[src/rtl/audio_pkg.sv]
// Shared audio-path definitions for the I2S/AXI-Stream front end.
//   I2S_WORD_W : width of one I2S slot word on the AXI-Stream link
//   i2s_ch_e   : channel encoding carried by tlast (0 = left, 1 = right)
//   clog2_min1 : $clog2 clamped to at least 1 bit, for counters that may need no range
//   is_pow2    : power-of-two test for elaboration checks
package audio_pkg;

  localparam int unsigned I2S_WORD_W = 32;

  typedef enum logic {
    CH_LEFT  = 1'b0,
    CH_RIGHT = 1'b1
  } i2s_ch_e;

  function automatic int unsigned clog2_min1(input int unsigned v);
    return (v <= 1) ? 1 : $clog2(v);
  endfunction

  function automatic bit is_pow2(input int unsigned v);
    return (v != 0) && ((v & (v - 1)) == 0);
  endfunction

endpackage

[src/rtl/axis_out_reg.sv]
// Single-entry AXI-Stream output register.
//   clk, rst_n : clock, asynchronous active-low reset
//   load       : capture load_data; wins over a same-cycle consume so valid stays high
//   load_data  : payload to capture
//   ready      : downstream ready
//   valid      : payload held
//   data       : held payload, zero when empty
module axis_out_reg #(
  parameter int unsigned W = 17
) (
  input  logic         clk,
  input  logic         rst_n,
  input  logic         load,
  input  logic [W-1:0] load_data,
  input  logic         ready,
  output logic         valid,
  output logic [W-1:0] data
);

  always_ff @(posedge clk or negedge rst_n) begin
    if (!rst_n) begin
      valid <= 1'b0;
      data  <= '0;
    end else if (load) begin
      valid <= 1'b1;
      data  <= load_data;
    end else if (valid && ready) begin
      valid <= 1'b0;
      data  <= '0;
    end
  end

endmodule

[src/rtl/axis_mic_decimator.sv]
// Channel-selecting boxcar decimator between i2s_receiver and the audio DSP.
// Picks one I2S channel (by tlast), averages DECIM signed samples and emits the
// top OUT_W bits of the average, with m_axis_tlast every FRAME_LEN outputs.
//   s_axis_aclk, s_axis_aresetn         : clock, asynchronous active-low reset
//   s_axis_tvalid/tready/tdata/tlast    : I2S word stream (tlast = right channel)
//   m_axis_tvalid/tready/tdata/tlast    : decimated sample stream
//   overflow                            : sticky, input was stalled (audio lost)
module axis_mic_decimator
  import audio_pkg::*;
#(
  parameter int unsigned SAMPLE_W  = 24,
  parameter int unsigned DECIM     = 4,
  parameter int unsigned OUT_W     = 16,
  parameter int unsigned CHANNEL   = 0,
  parameter int unsigned FRAME_LEN = 256
) (
  input  logic                  s_axis_aclk,
  input  logic                  s_axis_aresetn,
  input  logic                  s_axis_tvalid,
  output logic                  s_axis_tready,
  input  logic [I2S_WORD_W-1:0] s_axis_tdata,
  input  logic                  s_axis_tlast,
  output logic                  m_axis_tvalid,
  input  logic                  m_axis_tready,
  output logic [OUT_W-1:0]      m_axis_tdata,
  output logic                  m_axis_tlast,
  output logic                  overflow
);

  localparam int unsigned LOG2D = $clog2(DECIM);
  localparam int unsigned ACC_W = SAMPLE_W + LOG2D;
  localparam int unsigned CNT_W = clog2_min1(DECIM);
  localparam int unsigned FRM_W = clog2_min1(FRAME_LEN);
  localparam logic [CNT_W-1:0] CNT_LAST = CNT_W'(DECIM - 1);
  localparam logic [FRM_W-1:0] FRM_LAST = FRM_W'(FRAME_LEN - 1);
  localparam i2s_ch_e SEL_CH = (CHANNEL == 0) ? CH_LEFT : CH_RIGHT;

  if (!is_pow2(DECIM) || DECIM > 256) begin : g_bad_decim
    $error("DECIM must be a power of two in 1..256");
  end
  if (OUT_W > SAMPLE_W) begin : g_bad_out_w
    $error("OUT_W must not exceed SAMPLE_W");
  end
  if (FRAME_LEN < 1) begin : g_bad_frame
    $error("FRAME_LEN must be at least 1");
  end

  logic signed [ACC_W-1:0]    acc;
  logic signed [ACC_W-1:0]    acc_sum;
  logic signed [SAMPLE_W-1:0] smp;
  logic        [SAMPLE_W-1:0] avg;
  logic        [CNT_W-1:0]    cnt;
  logic        [FRM_W-1:0]    frame_cnt;
  logic                       sel_accept;
  logic                       complete;
  logic                       unused_bits;

  assign smp        = s_axis_tdata[I2S_WORD_W-1 -: SAMPLE_W];
  assign acc_sum    = acc + ACC_W'(smp);
  // Sum of DECIM samples divided by DECIM always fits back into SAMPLE_W bits.
  assign avg        = SAMPLE_W'(acc_sum >>> LOG2D);
  assign sel_accept = s_axis_tvalid && s_axis_tready && (s_axis_tlast == logic'(SEL_CH));
  assign complete   = sel_accept && (cnt == CNT_LAST);

  // Only a completing word can collide with an unconsumed output.
  assign s_axis_tready = !(m_axis_tvalid && !m_axis_tready && (cnt == CNT_LAST));

  assign unused_bits = ^{s_axis_tdata, avg};

  always_ff @(posedge s_axis_aclk or negedge s_axis_aresetn) begin
    if (!s_axis_aresetn) begin
      acc       <= '0;
      cnt       <= '0;
      frame_cnt <= '0;
    end else if (sel_accept) begin
      if (complete) begin
        acc       <= '0;
        cnt       <= '0;
        frame_cnt <= (frame_cnt == FRM_LAST) ? '0 : frame_cnt + 1'b1;
      end else begin
        acc <= acc_sum;
        cnt <= cnt + 1'b1;
      end
    end
  end

  always_ff @(posedge s_axis_aclk or negedge s_axis_aresetn) begin
    if (!s_axis_aresetn) begin
      overflow <= 1'b0;
    end else if (s_axis_tvalid && !s_axis_tready) begin
      overflow <= 1'b1;
    end
  end

  axis_out_reg #(
    .W (OUT_W + 1)
  ) u_out_reg (
    .clk       (s_axis_aclk),
    .rst_n     (s_axis_aresetn),
    .load      (complete),
    .load_data ({(frame_cnt == FRM_LAST), avg[SAMPLE_W-1 -: OUT_W]}),
    .ready     (m_axis_tready),
    .valid     (m_axis_tvalid),
    .data      ({m_axis_tlast, m_axis_tdata})
  );

endmodule

[config.mk]
export PLATFORM = sky130hd
export DESIGN_NAME = axis_mic_decimator
export DESIGN_NICKNAME = d
export VERILOG_FILES = /design/src/rtl/audio_pkg.sv /design/src/rtl/axis_out_reg.sv /design/src/rtl/axis_mic_decimator.sv
export SDC_FILE = /design/constraint.sdc
export NUM_CORES = 1
export LEC_CHECK = 0
export BUFFER_PORTS_ARGS = -buffer_cell sky130_fd_sc_hd__buf_2
export CAP_MARGIN = 15
export CELL_PAD_IN_SITES_DETAIL_PLACEMENT = 0
export CELL_PAD_IN_SITES_GLOBAL_PLACEMENT = 1
export CORE_MARGIN = 4
export CORE_UTILIZATION = 30
export CTS_BUF_LIST = sky130_fd_sc_hd__clkbuf_2
export DETAILED_ROUTE_END_ITERATION = 8
export GPL_TIMING_DRIVEN = 0
export HOLD_SLACK_MARGIN = 0.05
export PLACE_DENSITY_LB_ADDON = 0.1
export RECOVER_POWER = 50
export SKIP_CTS_REPAIR_TIMING = 1
export SYNTH_ARGS = -nofsm -noshare
export SYNTH_HDL_FRONTEND = slang
export SYNTH_SLANG_ARGS = --single-unit
[constraint.sdc]
create_clock -name s_axis_aclk -period 3.05 [get_ports s_axis_aclk]
set_input_delay 0.61 -clock s_axis_aclk [delete_from_list [all_inputs] [get_ports s_axis_aclk]]
set_output_delay 0.61 -clock s_axis_aclk [all_outputs]
set_load 0.02 [all_outputs]
==> flow_metrics.tcl, run 1 <==
set metrics [dict create \
    finalCriticalPeriod_ns 2.64 \
    synthToLayoutAreaGrowth_pct 13.7 \
    drv_slew 0 \
    r2r-end "u_out_reg.data[15]" \
    antenna_left 0 \
    layout-drive-gt1-share_pct 16.5 \
    cap_violations 0 \
    crit_type "flip-flop to flip-flop" \
    peakVddDrop_v 0.000266 \
    finalCritPeriodShare_pct 86.5 \
    syn_area_um2 3560 \
    pwr-share-seq_pct 30.3 \
    dieArea_um2 13700 \
    synth_area_leaders "dfrtp_1 (39%), ha_1 (9.5%), a22o_1 (7.4%)" \
    synth_warnings 0 \
    min_path_type "input port to flip-flop" \
    ys_ff_latch 55 \
    setup_viol 0 \
    dp_cells 559 \
    holdWs_ns 0.342 \
    drt_iter0_markers 112 \
    grt_pass1_vias 2997 \
    syn_inst 367 \
    cp.required_ns 3.48 \
    ioPinCount 57 \
    grt_pass1_wl_mm 15.6 \
    diodes 0 \
    cts_buffer_depth 2 \
    clock_sinks 55 \
    start_util_pct 30.9 \
    fin_skew_ns 0.0208 \
    tightest_slew_ns 1.43 \
    max_freq_ghz 0.379 \
    syn_nets 432 \
    tns_ns 0 \
    yosysMostFrequentCell "dfrtp_1" \
    fp.dieW_um 117 \
    cp-end-kind "flip-flop" \
    die_y_um 117 \
    yosys_most_used_dff "dfrtp_1" \
    instances_no_fill 568 \
    p_leak_uw 0.00192 \
    synthArstFlopShare_pct 100 \
    swShare_pct 45.9 \
    combPwrFrac_pct 60.0 \
    reg2regPathDepth 8 \
    cts_root_buf "clkbuf_2" \
    dp_hpwl_mm 7.38 \
    routed_wirelength_mm 9.42 \
    clk_pin_slew_ns 0.30 \
    avgSynthCellArea_um2 9.70 \
    grt_antenna_before_repair 0 \
    gp_congestion 0.817 \
    routed_via_density 5.12 \
    route.detailed.drc 0 \
    critPathLaunchType "flip-flop" \
    n_fill_cell 1220 \
    numCtsBuffers 5 \
    wl_per_cell_um 16.6 \
    synth_largest_area_cell "dfrtp_1" \
    maxSlewHeadroom_pct 4.42 \
    grt-ovfl-total 0 \
    yosysSeqAreaShare_pct 38.7 \
    synth_cell_types 57 \
    intPower_uw 2130 \
    cp_max_fo 7 \
    grt_usage_pct 14.7 \
    pwr-share-clk_pct 9.8 \
    coreArea_um2 11500 \
    clk_latency_ns 0.50 \
    p_switching_uw 1810 \
    synthTopCellsByCount "dfrtp_1 (55), nand2_1 (46), a22o_1 (30), ha_1 (27), a21oi_1 (22)" \
    cp-endpoint "u_out_reg.data[15]" \
    netlist.area_leader.share_pct 38.7 \
    final-hold-violation-count 0 \
    drtPass1Iterations 5 \
    cts_tree "done" \
    grt_max_degree 33 \
    crit_arrival_ns 3.07 \
    htreeDepth 2 \
    r2r-start "acc[6]" \
    num_rows 39 \
    status "completed" \
    fin_nets 489 \
    startpoint "acc[6]" \
    io_buffers 48 \
    vias 2910 \
    rsz0062_at_grt "false" \
    ff2ff_setup_slack_ns 0.41 \
    synth_edf_count 0 \
    power.density_nw_per_um2 972 \
]
-- critical path, cell delays in order, from the launching register on --
cell	delay, ns
dfrtp_1	0.45
ha_1	0.36
a21oi_1	0.30
o211ai_1	0.19
a21oi_1	0.40
nor2_1	0.15
a21oi_2	0.25
xnor3_1	0.27
a22o_1	0.19
-- power groups by stage --
| stage | Sequential, µW | Clock [µW] | Combinational [µW] |
|---|---|---|---|
| global placement | 1200 | 0 | 2400 |
| finish | 1190 | 384 | 2360 |
| detailed placement | 1210 | 0 | 2400 |
| floorplan | 1290 | 0 | 1700 |
| global route | 1230 | 434 | 2670 |
| CTS | 1190 | 416 | 2410 |
-- flip-flops by register name, indices dropped and copies added (netlist names) --
register and count:
overflow 1, cnt 2, acc 26, u_out_reg.data 17, frame_cnt 8, u_out_reg.valid 1
-- cell type report --
type | count | area, µm² | area share [%]
clock inverters | 3 | 38.8 | 0.958
plain buffers | 18 | 86.3 | 2.13
flip-flops and latches | 55 | 1380 | 34.0
inverters | 7 | 26.3 | 0.649
clock buffers | 5 | 25.0 | 0.618
repair buffers | 50 | 248 | 6.12
multi-input cells | 287 | 2070 | 51.1
well taps | 143 | 179 | 4.42
-- placed cells by master, fill, tap and decap left out, drive strengths merged, types with 4 or more instances in the layout --
cell	instances
dfrtp	55
nand3	8
o21ai	24
o21a	4
a211oi	5
a21oi	25
nand2b	4
clkbuf	24
xor2	12
nand2	46
and3	4
ha	27
a21o	12
nor2	18
nand4	7
a22o	30
buf	48
nor3	5
inv	7
xnor2	14
-- routing by layer --
layer / global-route usage (%) / up-vias / part of all wire [%]
met1: 20.1 / 1378 / 49
met2: 23.9 / 50 / 46
met4: 4.59 / 0 / 1.4
li1: - / 1474 / -
met5: 0 / - / 0
met3: 2.57 / 8 / 3.6
-- how the worst min path moves through the flow --
stage / start / endpoint / cells after the start
detailed placement: frame_cnt[6] / frame_cnt[6] / 1
CTS: s_axis_aresetn / acc[8] / 1
floorplan: s_axis_aresetn / acc[0] / 0
global placement: overflow / overflow / 1
global route: s_axis_tvalid / overflow / 2
finish: s_axis_tvalid / overflow / 2
-- cells by family (layout without fill, tap and decap cells) --
group | count (synthesis) | after routing | synth area share, %
AND/OR/NAND/NOR | 106 | 106 | 14.2
AO/OA/AOI/OAI | 124 | 124 | 26.3
XOR/XNOR | 27 | 27 | 7.03
adder cells (fa/ha/maj) | 28 | 28 | 10.1
multiplexers | 2 | 2 | 0.598
flip-flops | 55 | 55 | 38.7
buffers and inverters | 25 | 83 | 3.20
-- stage by stage --
stage          total power (µW)  util, %  setup WS, ns  cell area, µm²
2_1_floorplan              2990        -         0.621            3560
6_report                   3930     35.1         0.413            4050
3_5_place_dp               3610     34.7        0.0666            4000
3_3_place_gp               3600     34.5        0.0938            3980
5_1_grt                    4330     35.1         0.208            4050
4_1_cts                    4020     35.3         0.378            4060
Power figures use the tool's default switching activity.
==> run 2: changes to the inputs <==
Settings changed: CTS_CLUSTER_DIAMETER set to 30, REMOVE_ABC_BUFFERS set to 1.
==> flow_metrics.tcl, run 2 (synthesized netlist as in run 1, its figures left out) <==
set metrics [dict create \
    maxSlewHeadroom_pct 22.4 \
    finalCriticalPeriod_ns 2.63 \
    cts_tree "done" \
    status "completed" \
    n_fill_cell 1187 \
    grt-ovfl-total 0 \
    reg2regPathDepth 8 \
    placed_area_um2 3970 \
    crit_type "flip-flop to flip-flop" \
    wl_per_cell_um 16.3 \
    grt_pass1_wl_mm 15.0 \
    cp_max_fo 7 \
    critPathLaunchType "flip-flop" \
    power.density_nw_per_um2 957 \
    setup_viol 0 \
    crit_top_cell "a21oi_1" \
    io_buffers 48 \
    cts_root_buf "clkbuf_2" \
    cp-end-kind "flip-flop" \
    num_rows 39 \
    slowest_delay_ns 0.46 \
    synthToLayoutAreaGrowth_pct 12.4 \
    grt_antenna_before_repair 0 \
    grt_pass1_vias 2899 \
    htreeDepth 2 \
    clk_latency_ns 0.48 \
    cp_slowest_cell "dfrtp_1" \
    routed_via_density 5.11 \
    dieArea_um2 13700 \
    layout-drive-gt1-share_pct 17.1 \
    min_path_type "input port to flip-flop" \
    dp_hpwl_mm 6.93 \
    coreArea_um2 11500 \
    routed_wirelength_mm 9.01 \
    diodes 0 \
    clock_sinks 55 \
    regMostFlops "acc" \
    cts_buffer_depth 2 \
    numCtsBuffers 5 \
    drt_iter0_markers 97 \
    fin_skew_ns 0.0281 \
    max_freq_ghz 0.380 \
    die_y_um 117 \
    largest_reg_flops 26 \
    multi_input_area_um2 2070 \
    top_regs "acc x26, u_out_reg.data x17, frame_cnt x8" \
    cp.required_ns 3.46 \
    r2r-start "acc[6]" \
    tns_ns 0 \
    vias 2820 \
    p_leak_uw 0.00190 \
    grt_usage_pct 14.0 \
    design_area_um2 4000 \
    gp_congestion 0.819 \
    route.detailed.drc 0 \
    fin_nets 474 \
    worstHoldStart "s_axis_tvalid" \
    holdPathStages 2 \
    rsz0062_at_grt "false" \
    peakVddDrop_v 0.000287 \
    seqCellArea_um2 1380 \
    grt_max_degree 36 \
    drv_slew 0 \
    drtPass1Iterations 4 \
    fp.dieW_um 117 \
    final-hold-violation-count 0 \
    startpoint "acc[6]" \
    crit_arrival_ns 3.04 \
    tightest_slew_ns 1.16 \
    final_common_cell "dfrtp_1" \
    start_util_pct 30.9 \
    cap_violations 0 \
    layout_common_cells "dfrtp_1 (55), nand2_1 (46), buf_2 (43)" \
    clk_pin_slew_ns 0.33 \
    cp_cell_sequence "ha_1 > a21oi_1 > o211ai_1 > a21oi_1 > nor2_1 > a21oi_2 > xnor3_1 > a22o_1" \
    ioPinCount 57 \
    antenna_left 0 \
    finalCritPeriodShare_pct 86.2 \
]
==> run 2: per-layer routing <==
layer  GRT usage [%]  routed length (µm)  share of wire (%)  up-vias
li1                -                   -                  -     1433
met1            20.2                4620                 51     1329
met2            21.8                3920                 43       54
met3            2.78                 404                4.5        4
met4            2.60                  65               0.72        0
met5               0                   0                  0        -
==> run 2: per-stage QoR <==
stage / worst slack [ns] / util, % / hold WS [ns] / total power (µW) / cells
3_3_place_gp: 0.0390 / 33.8 / 0.452 / 3530 / 540
6_report: 0.420 / 34.7 / 0.352 / 3830 / 552
3_5_place_dp: 0.0941 / 34.5 / 0.455 / 3560 / 544
4_1_cts: 0.406 / 34.9 / 0.0216 / 3890 / 551
2_1_floorplan: 0.636 / - / 0.314 / 2950 / 349
5_1_grt: 0.173 / 34.7 / 0.278 / 4210 / 552
==> run 2: final cells by class <==
cell class	count	area share (%)
clock buffers	5	0.625
clock inverters	2	0.438
well taps	143	4.47
repair buffers	53	7.66
flip-flops and latches	55	34.4
inverters	7	0.657
multi-input cells	287	51.8
==> run 2: path summary, 6_finish.rpt <==
path	slack, ns	endpoint
hold / removal	0.35	overflow
max in group asynchronous	0.74	acc[20]
setup reg to reg	0.42	u_out_reg.data[15]
setup / recovery	0.42	u_out_reg.data[15]
hold reg to reg	0.49	frame_cnt[6]
min in group asynchronous	0.84	u_out_reg.data[1]
==> run 2: power by group <==
group          leakage [µW]  total, µW  internal [µW]  switching, µW
clock network     0.0000294        318           57.7            260
registers          0.000708       1190           1010            175
logic               0.00117       2330            978           1350
total               0.00190       3830           2050           1780
==> run 2: worst max-delay path: cells and delay by family, from the launching register on <==
family                   cells  cell delay (ns)
AO/OA/AOI/OAI                5             1.35
XOR/XNOR                     1             0.25
adder cells (fa/ha/maj)      1             0.35
flip-flops                   1             0.46
AND/OR/NAND/NOR              1             0.14
